<file path="config.mk">
export PLATFORM = sky130hd
export DESIGN_NAME = data_tx
export DESIGN_NICKNAME = d
export VERILOG_FILES = /design/src/rtl/data_tx_pkg.sv /design/src/rtl/data_tx_fifo.sv /design/src/rtl/data_tx.sv
export SDC_FILE = /design/constraint.sdc
export NUM_CORES = 1
export LEC_CHECK = 0
export CAP_MARGIN = 10
export CORE_AREA = 4 4 155 157
export DETAILED_ROUTE_END_ITERATION = 8
export DIE_AREA = 0 0 159 161
export PLACE_DENSITY = 0.77
export REMOVE_ABC_BUFFERS = 1
export SLEW_MARGIN = 20
export SYNTH_ARGS = -nofsm -noshare
export SYNTH_HDL_FRONTEND = slang
export SYNTH_HIERARCHICAL = 1
export SYNTH_SLANG_ARGS = --single-unit
</file>
<file path="constraint.sdc">
create_clock -name clk_i -period 6 [get_ports clk_i]
set_input_delay 1.2 -clock clk_i [delete_from_list [all_inputs] [get_ports clk_i]]
set_output_delay 1.2 -clock clk_i [all_outputs]
set_load 0.03 [all_outputs]
</file>
<file path="src/rtl/data_tx_pkg.sv">
`default_nettype none
// +----------------------------------------------------------------------------+
// | Module : data_tx_pkg                                                       |
// | Brief  : Shared types and constants for the SPI register-read transmit     |
// |          path: command codes, serializer state encoding and the FIFO entry.|
// | Rev    : 1.0 - initial release                                             |
// +----------------------------------------------------------------------------+
package data_tx_pkg;

    // SPI command opcodes understood by the slave front end
    localparam logic [7:0] c_CMD_WR_REG    = 8'h02;
    localparam logic [7:0] c_CMD_RD_STATUS = 8'h05;
    localparam logic [7:0] c_CMD_RD_REG    = 8'h0B;

    localparam int c_ADDR_W     = 4;
    // Widest register word the transmit path supports; narrower words occupy
    // the low bits of the entry and the upper bits stay zero.
    localparam int c_MAX_WORD_W = 64;

    typedef enum logic [1:0] {
        ST_IDLE = 2'd0,
        ST_LOAD = 2'd1,
        ST_SEND = 2'd2
    } tx_state_e;

    typedef struct packed {
        logic [c_ADDR_W-1:0]     addr;
        logic [c_MAX_WORD_W-1:0] data;
    } tx_entry_t;

endpackage
`default_nettype wire

</file>
<file path="src/rtl/data_tx_fifo.sv">
`default_nettype none
// +----------------------------------------------------------------------------+
// | Module : word_fifo                                                         |
// | Brief  : Synchronous FIFO of {addr, data} entries between register capture |
// |          and the byte serializer.                                          |
// | Ports  : clk_i, rst_i   - clock / synchronous active-high reset            |
// |          flush_i        - empty the FIFO next cycle                        |
// |          push_i, din_i  - write request and entry                          |
// |          pop_i, dout_o  - read request and head entry (show-ahead)         |
// |          full_o, empty_o- occupancy flags                                  |
// | Rev    : 1.0 - initial release                                             |
// +----------------------------------------------------------------------------+
module word_fifo
    import data_tx_pkg::*;
#(
    parameter int DEPTH = 4
) (
    input  logic      clk_i,
    input  logic      rst_i,
    input  logic      flush_i,
    input  logic      push_i,
    input  tx_entry_t din_i,
    input  logic      pop_i,
    output tx_entry_t dout_o,
    output logic      full_o,
    output logic      empty_o
);

    localparam int c_PTR_W  = $clog2(DEPTH);
    localparam int c_PTR_W1 = c_PTR_W + 1;
    localparam logic [c_PTR_W:0] c_PTR_ONE = c_PTR_W1'(1);

    // The extra MSB is a wrap bit: equal indices with differing wrap bits
    // means full, identical pointers means empty.
    logic [c_PTR_W:0] r_wr_ptr;
    logic [c_PTR_W:0] r_rd_ptr;
    tx_entry_t        r_mem [DEPTH];

    logic w_do_pop;
    logic w_do_push;

    assign empty_o = (r_wr_ptr == r_rd_ptr);
    assign full_o  = (r_wr_ptr[c_PTR_W] != r_rd_ptr[c_PTR_W]) &&
                     (r_wr_ptr[c_PTR_W-1:0] == r_rd_ptr[c_PTR_W-1:0]);

    // A pop in the same cycle frees the head slot, so a push into a full
    // FIFO still lands when it coincides with a pop.
    assign w_do_pop  = pop_i & ~empty_o;
    assign w_do_push = push_i & (~full_o | w_do_pop);

    assign dout_o = r_mem[r_rd_ptr[c_PTR_W-1:0]];

    always_ff @(posedge clk_i) begin
        if (rst_i || flush_i) begin
            r_wr_ptr <= '0;
            r_rd_ptr <= '0;
        end else begin
            if (w_do_push) begin
                r_wr_ptr <= r_wr_ptr + c_PTR_ONE;
            end
            if (w_do_pop) begin
                r_rd_ptr <= r_rd_ptr + c_PTR_ONE;
            end
        end
    end

    always_ff @(posedge clk_i) begin
        if (w_do_push) begin
            r_mem[r_wr_ptr[c_PTR_W-1:0]] <= din_i;
        end
    end

endmodule
`default_nettype wire

</file>
<file path="src/rtl/data_tx.sv">
`default_nettype none
// +----------------------------------------------------------------------------+
// | Module : data_tx                                                           |
// | Brief  : Captures register read data, buffers it in a word FIFO and       |
// |          serializes each word MSB-first onto a byte-wide SPI handshake.    |
// | Ports  : clk_i, rst_i        - clock / synchronous active-high reset       |
// |          abort_i             - CS deasserted; flush everything pending     |
// |          reg_rd_en_i/addr_i  - register read strobe and address            |
// |          reg_rd_data_i       - read data, valid one cycle after strobe     |
// |          spi_byte_rdy_i      - SPI core takes the presented byte           |
// |          spi_byte_vld_o/data_o/addr_o - presented byte and its word addr   |
// |          ovf_o               - sticky: a word was dropped, FIFO full       |
// | Rev    : 1.0 - initial release                                             |
// +----------------------------------------------------------------------------+
module data_tx
    import data_tx_pkg::*;
#(
    parameter int WORD_W     = 32,
    parameter int FIFO_DEPTH = 4
) (
    input  logic              clk_i,
    input  logic              rst_i,
    input  logic              abort_i,
    input  logic              reg_rd_en_i,
    input  logic [3:0]        reg_rd_addr_i,
    input  logic [WORD_W-1:0] reg_rd_data_i,
    input  logic              spi_byte_rdy_i,
    output logic              spi_byte_vld_o,
    output logic [7:0]        spi_byte_data_o,
    output logic [3:0]        spi_byte_addr_o,
    output logic              ovf_o
);

    localparam int c_NBYTES = WORD_W / 8;
    localparam int c_CNT_W  = (c_NBYTES > 1) ? $clog2(c_NBYTES) : 1;
    localparam logic [c_CNT_W-1:0] c_LAST_BYTE = c_CNT_W'(c_NBYTES - 1);
    localparam logic [c_CNT_W-1:0] c_CNT_ONE   = c_CNT_W'(1);

    // Capture pipeline: the strobe is registered so the push lines up with
    // the read data arriving one cycle later.
    logic       r_cap_vld;
    logic [3:0] r_cap_addr;

    tx_state_e         r_state;
    logic [WORD_W-1:0] r_shift;
    logic [c_CNT_W-1:0] r_cnt;
    logic              r_vld;
    logic [3:0]        r_addr;
    logic              r_ovf;

    tx_entry_t w_push_entry;
    tx_entry_t w_pop_entry;
    logic      w_push;
    logic      w_pop;
    logic      w_full;
    logic      w_empty;
    logic      w_drop;
    logic      w_work_pending;

    always_ff @(posedge clk_i) begin
        if (rst_i) begin
            r_cap_vld  <= 1'b0;
            r_cap_addr <= '0;
        end else begin
            // A strobe coincident with abort belongs to the dead transaction.
            r_cap_vld  <= reg_rd_en_i & ~abort_i;
            r_cap_addr <= reg_rd_addr_i;
        end
    end

    always_comb begin
        w_push_entry                    = '0;
        w_push_entry.addr               = r_cap_addr;
        w_push_entry.data[WORD_W-1:0]   = reg_rd_data_i;
    end

    assign w_push = r_cap_vld & ~abort_i;
    assign w_pop  = (r_state == ST_LOAD) & ~abort_i;
    assign w_drop = w_push & w_full & ~w_pop;

    // Counting the in-flight push lets IDLE leave one cycle early, which is
    // what brings first-byte latency down to three cycles after the strobe.
    assign w_work_pending = ~w_empty | w_push;

    word_fifo #(
        .DEPTH (FIFO_DEPTH)
    ) u_word_fifo (
        .clk_i   (clk_i),
        .rst_i   (rst_i),
        .flush_i (abort_i),
        .push_i  (w_push),
        .din_i   (w_push_entry),
        .pop_i   (w_pop),
        .dout_o  (w_pop_entry),
        .full_o  (w_full),
        .empty_o (w_empty)
    );

    if (WORD_W < c_MAX_WORD_W) begin : g_unused_hi
        logic w_unused_data_hi;
        assign w_unused_data_hi = ^w_pop_entry.data[c_MAX_WORD_W-1:WORD_W];
    end

    always_ff @(posedge clk_i) begin
        if (rst_i) begin
            r_ovf <= 1'b0;
        end else if (w_drop) begin
            r_ovf <= 1'b1;
        end
    end

    always_ff @(posedge clk_i) begin
        if (rst_i) begin
            r_state <= ST_IDLE;
            r_shift <= '0;
            r_addr  <= '0;
            r_cnt   <= '0;
            r_vld   <= 1'b0;
        end else if (abort_i) begin
            r_state <= ST_IDLE;
            r_cnt   <= '0;
            r_vld   <= 1'b0;
        end else begin
            case (r_state)
                ST_IDLE: begin
                    if (w_work_pending) begin
                        r_state <= ST_LOAD;
                    end
                end
                ST_LOAD: begin
                    r_shift <= w_pop_entry.data[WORD_W-1:0];
                    r_addr  <= w_pop_entry.addr;
                    r_cnt   <= '0;
                    r_vld   <= 1'b1;
                    r_state <= ST_SEND;
                end
                ST_SEND: begin
                    // Shift only on transfer so data/addr hold under backpressure.
                    if (spi_byte_rdy_i) begin
                        if (r_cnt == c_LAST_BYTE) begin
                            r_vld   <= 1'b0;
                            r_state <= w_work_pending ? ST_LOAD : ST_IDLE;
                        end else begin
                            r_shift <= r_shift << 8;
                            r_cnt   <= r_cnt + c_CNT_ONE;
                        end
                    end
                end
                default: begin
                    r_state <= ST_IDLE;
                    r_vld   <= 1'b0;
                end
            endcase
        end
    end

    assign spi_byte_vld_o  = r_vld;
    assign spi_byte_data_o = r_shift[WORD_W-1 -: 8];
    assign spi_byte_addr_o = r_addr;
    assign ovf_o           = r_ovf;

endmodule
`default_nettype wire

</file>
==> results of run 1 <==
## worst max-delay path: stages
cell     delay, ns
buf_2         0.36
nor3b_2       0.26
buf_4         0.24
inv_1         0.14
a41oi_1       0.41
and2_2        0.92
## routing by layer
metal	part of all wire, %	wire, um
met5	0	0
met4	1.1	159
met3	4.6	686
met2	50	7440
met1	45	6700
## registers in the layout, indices dropped and copies added, names as in the netlist, named ones only
signal and flops:
ovf_o 1, r_cap_addr 4, r_cap_vld 1, r_cnt 2
r_shift 32, r_state 2, spi_byte_addr_o 4, spi_byte_vld_o 1
u_word_fifo/r_mem 144, u_word_fifo/r_rd_ptr 3, u_word_fifo/r_wr_ptr 3
## layout make-up
type	instances	share of cell area (%)
Clock inverter	15	1.86
Tap cell	285	3.87
Sequential cell	199	58.9
Clock buffer	17	4.61
Multi-Input combinational cell	219	23.4
Timing Repair Buffer	59	6.16
Inverter	31	1.26
## power by group through the flow
stage	Sequential (mW)	Combinational, mW	Clock [mW]
final	1.49	0.0877	1.13
after global routing	1.49	0.0956	1.22
after CTS	1.49	0.0888	1.15
after detailed placement	1.52	0.0882	0
after global placement	1.52	0.0862	0
after floorplan	1.52	0.0281	0
## path summary, 6_finish.rpt
kind,from,to,cells after the start
max,abort_i,u_word_fifo/r_mem[0][13],6
min,r_shift[20],r_shift[20],2
max reg2reg,r_state[0],u_word_fifo/r_mem[0][13],5
min reg2reg,r_shift[20],r_shift[20],2
==> impl_metrics.csv, run 1 <==
group,metric,value,unit
layout,layout.cells.most_common,"edfxtp_1",
timing,max_clock_freq,285,MHz
layout,most_frequent_cells_in_the_layout,"edfxtp_1 (144), dfxtp_1 (53), clkdlybuf4s50_1 (52)",
power,sequential_share_of_power,55.0,%
global_route,global_route.usage.met3,3.16,%
die,chipHeight,161,um
die,dieArea,0.0256,mm^2
global_route,global_route.peak_usage_layer,"met2",
timing,final_hold_viol_count,0,
die,floorplan.core_area,0.0225,mm^2
layout,seq_area,0.00543,mm^2
layout,final.fill_count,1980,
critical_path,cp.arrival,3.55,ns
clocking,post_cts_resize_count,0,
clocking,clock_tree.root_cell,"clkbuf_16",
route,dr.pass1.iters,4,
global_route,grt_use_met1,15.7,%
clocking,clock_tree.htree_level_count,4,
clocking,tritoncts_num_sinks,199,
critical_path,r2r_slack,3.07,ns
global_route,groute.usage.overall,12.0,%
yosys,yosys_warning_total,6,
place,dp.cells,793,
power,pwr-share-comb,3.2,%
global_route,grt.met2_usage,20.1,%
route,routed_via_density,5.13,
layout,filler_free_cell_count_of_the_finished_design,825,
route,drc,0,
power,clkPwrFrac,41.8,%
timing,fin_worst_skew,0.00542,ns
power,power.density_cell_area,293,mW/mm^2
die,top_level_ports,55,
critical_path,worstPathMaxFanout,44,
yosys,post_synth_design_cell_area,0.00791,mm^2
clocking,cts.path.max_buffers,2,
layout,diodes,0,
power,total_power,2.71,mW
critical_path,setup.worst_path.end_class,"flop",
place,detailedPlace.worstSlack,2.01,ns
global_route,grt_max_degree,47,
yosys,syn_area_per_cell,16.1,um^2
die,fp.dieW,159,um
global_route,grt_first_pass_wirelength,24100,um
clocking,cts_hold_buf,0,
layout,areaGrowthSynthToFinish,16.6,%
timing,finalWorstSetupSlack,2.50,ns
hold_path,hp-class,"flop to flop",
timing,finalSetupTns,0,ns
flow_run,cap_viol_max_count,0,
clocking,insertion_delay,0.43,ns
clocking,cts_tree,"built",
clocking,cts_buffers,17,
power,power_leakage,2.79,nW
timing,worst-slew-pin-transition,1.10,ns
global_route,aggregate_global_routing_overflow,0,
power,net-switching-power,0.560,mW
place,postPlaceCellArea,0.00863,mm^2
critical_path,worst-setup-path-type,"primary input to flop",
timing,final-max-slew-violation-count,0,
critical_path,setup.worst_path.start_class,"primary input",
route,routed_wl,15000,um
timing,worst_hold_slack,0.463,ns
timing,finalCritPeriodShare,58.4,%
timing,final.min_clock_period,3.50,ns
layout,final_cell_area,0.00922,mm^2
power,power.share.switching,20.7,%
timing,unrepaired_setup_endpoints_after_global_routing,"no",
critical_path,cp_data_required_time,6.05,ns
place,gp_congestion,0.704,
clocking,cts.clk_slew.worst_paths,0.07,ns
power,ir_worst_vdd,0.193,mV
place,place.port_buffers,54,
layout,multi_input_area,0.00216,mm^2
route,detail_route.iter0.violations,220,
route,wl_per_cell,18.2,um
power,cell_internal_power,2.15,mW
layout,number_of_nets_in_the_layout,574,
status,result_of_the_run,"finished clean",
route,postRouteAntennaNets,0,
global_route,grt_pass1_vias,4407,
global_route,grt_antenna_before_repair,0,
layout,drive_above_1_share,19.6,%
timing,maxSlewHeadroom,26.7,%
yosys,synthesized_instance_count,492,
die,core.rowCount,55,
place,post-dp-hpwl,8780,um
route,detailroute.via_count,4231,
die,initial_core_util,35.2,%
layout,finish.utilization,41.0,%
timing,setup_violations,0,
clocking,post_cts_setup_repair_bufs,0,
Power figures use the tool's default switching activity.
==> run 2, diff against run 1 <==
--- a/config.mk
+++ b/config.mk
@@ -6,9 +6,9 @@
 export NUM_CORES = 1
 export LEC_CHECK = 0
 export CAP_MARGIN = 10
-export CORE_AREA = 4 4 155 157
+export CORE_AREA = 4 4 151 153
 export DETAILED_ROUTE_END_ITERATION = 8
-export DIE_AREA = 0 0 159 161
+export DIE_AREA = 0 0 155 157
 export PLACE_DENSITY = 0.77
 export REMOVE_ABC_BUFFERS = 1
 export SLEW_MARGIN = 20
==> constraint.sdc (replaced) <==
create_clock -name clk_i -period 3.5 [get_ports clk_i]
set_input_delay 0.7 -clock clk_i [delete_from_list [all_inputs] [get_ports clk_i]]
set_output_delay 0.7 -clock clk_i [all_outputs]
set_load 0.03 [all_outputs]
==> impl_metrics.csv, run 2 (synthesis gave the netlist of run 1 again) <==
group,metric,value,unit
place,postPlaceCellArea,0.00869,mm^2
layout,drive_above_1_share,20.3,%
global_route,grt_first_pass_wirelength,25000,um
timing,setup_violations,0,
critical_path,setup.worst_path.end_class,"flop",
critical_path,r2r_slack,0.88,ns
critical_path,slowest_stage,"dfxtp_1",
critical_path,worstRegToRegCells,5,
layout,final_cell_area,0.00925,mm^2
clocking,cts_tree,"built",
global_route,grt_pass1_vias,4566,
critical_path,cp.arrival,2.70,ns
timing,final-max-slew-violation-count,0,
timing,unrepaired_setup_endpoints_after_global_routing,"no",
clocking,cts.clk_slew.worst_paths,0.07,ns
status,result_of_the_run,"finished clean",
die,top_level_ports,55,
clocking,tritoncts_num_sinks,199,
global_route,grt_use_met1,16.3,%
hold_path,timing.hold.worst_endpoint,"r_shift[27]",
power,power_leakage,2.83,nW
global_route,global_route.peak_usage_layer,"met2",
die,initial_core_util,36.7,%
power,ir_worst_vdd,0.311,mV
layout,layout.cells.most_common,"edfxtp_1",
clocking,cts_hold_buf,0,
timing,maxSlewHeadroom,27.9,%
critical_path,setup.worst_path.start_class,"flop",
route,detailroute.via_count,4361,
layout,most_frequent_cells_in_the_layout,"edfxtp_1 (144), dfxtp_1 (53), clkdlybuf4s50_1 (52)",
power,power.density_cell_area,495,mW/mm^2
layout,largest_register_ffs,144,
hold_path,timing.hold.worst.start,"r_shift[27]",
timing,worst_hold_slack,0.461,ns
route,detail_route.iter0.violations,279,
critical_path,timing.critical_path.slowest_cell_delay,0.57,ns
route,routed_via_density,5.27,
clocking,clock_tree.root_cell,"clkbuf_16",
timing,worst-slew-pin-transition,1.08,ns
timing,finalCritPeriodShare,74.8,%
clocking,cts_buffers,17,
die,chipHeight,157,um
route,routed_wl,15800,um
route,drc,0,
timing,max_clock_freq,382,MHz
layout,diodes,0,
hold_path,min_path_cells,2,
die,fp.dieW,155,um
clocking,cts.path.max_buffers,2,
route,wl_per_cell,19.1,um
clocking,clock_tree.htree_level_count,4,
hold_path,hp-class,"flop to flop",
critical_path,timing.rr.start,"r_state[0]",
die,dieArea,0.0243,mm^2
place,gp_congestion,0.759,
global_route,groute.usage.overall,13.4,%
global_route,grt_max_degree,39,
critical_path,cp_cell_sequence,"nor3b_2 > inv_1 > a41oi_1 > and2_2 > buf_4",
flow_run,cap_viol_max_count,0,
layout,areaGrowthSynthToFinish,16.9,%
critical_path,worst-setup-path-type,"flop to flop",
global_route,grt_antenna_before_repair,0,
die,core.rowCount,54,
clocking,post_cts_resize_count,0,
layout,number_of_nets_in_the_layout,581,
place,post-dp-hpwl,10100,um
clocking,insertion_delay,0.43,ns
critical_path,cp_data_required_time,3.58,ns
layout,finish.utilization,42.9,%
die,floorplan.core_area,0.0216,mm^2
global_route,global_route.usage.met3,3.88,%
route,dr.pass1.iters,5,
global_route,aggregate_global_routing_overflow,0,
clocking,post_cts_setup_repair_bufs,0,
timing,final_hold_viol_count,0,
place,place.port_buffers,54,
critical_path,worstReg2RegEnd,"u_word_fifo/r_mem[2][24]",
critical_path,worstPathMaxFanout,30,
timing,final.min_clock_period,2.62,ns
route,postRouteAntennaNets,0,
global_route,grt.met2_usage,23.2,%
timing,fin_worst_skew,0.00917,ns
-- run 2: changes by cell type in the layout (fill, tap and decap cells not counted), sizes merged --
cell	previous run	this run
inv	35	39
clkinvlp	3	1
bufinv	2	1
clkinv	6	3
buf	7	14
clkbuf	17	19
-- run 2: worst max path at each step --
stage / start / to / slack, ns / cells past startpoint
final: r_state[0] / u_word_fifo/r_mem[2][24] / 0.88 / 5
after global routing: r_state[0] / u_word_fifo/r_mem[2][67] / 0.70 / 5
after CTS: r_state[0] / u_word_fifo/r_mem[1][65] / 0.89 / 5
after detailed placement: abort_i / u_word_fifo/r_mem[1][13] / 0.65 / 6
after global placement: abort_i / u_word_fifo/r_mem[1][0] / 0.76 / 6
after floorplan: abort_i / u_word_fifo/r_mem[3][0] / -0.32 / 3
-- run 2: worst max-delay path, delay by kind of cell (launching register included) --
family	cells	cell delay (ns)
AND/OR/NAND/NOR	2	0.63
flip-flops	1	0.57
AO/OA/AOI/OAI	1	0.46
buffers and inverters	2	0.59
-- run 2: stage by stage --
step	TNS [ns]	worst slack [ns]	power (mW)	std cells
floorplan	-11.91	-0.323	2.65	449
global route	0	0.700	4.75	827
detailed placement	0	0.650	2.76	795
finish	0	0.882	4.58	827
global placement	0	0.761	2.75	795
CTS	0	0.891	4.62	827
-- run 2: layout make-up --
type / count / area, um^2
flip-flops and latches: 199 / 5430
clock inverters: 13 / 133
repair buffers: 66 / 633
well taps: 280 / 350
inverters: 31 / 116
clock buffers: 19 / 433
multi-input cells: 219 / 2160
fillers: 1824 / 12300
-- run 2: metal layers --
metal	share of wire [%]	vias to the layer above
met3	5.1	19
met2	52	130
met4	1.3	0
li1	-	1986
met1	42	2226
met5	0	-
-- run 2: power breakdown --
part	switching, mW	leakage, nW	total, mW	internal [mW]
combinational	0.0829	0.806	0.153	0.0705
sequential	0.0111	1.74	2.55	2.54
clock	0.868	0.277	1.87	1.00
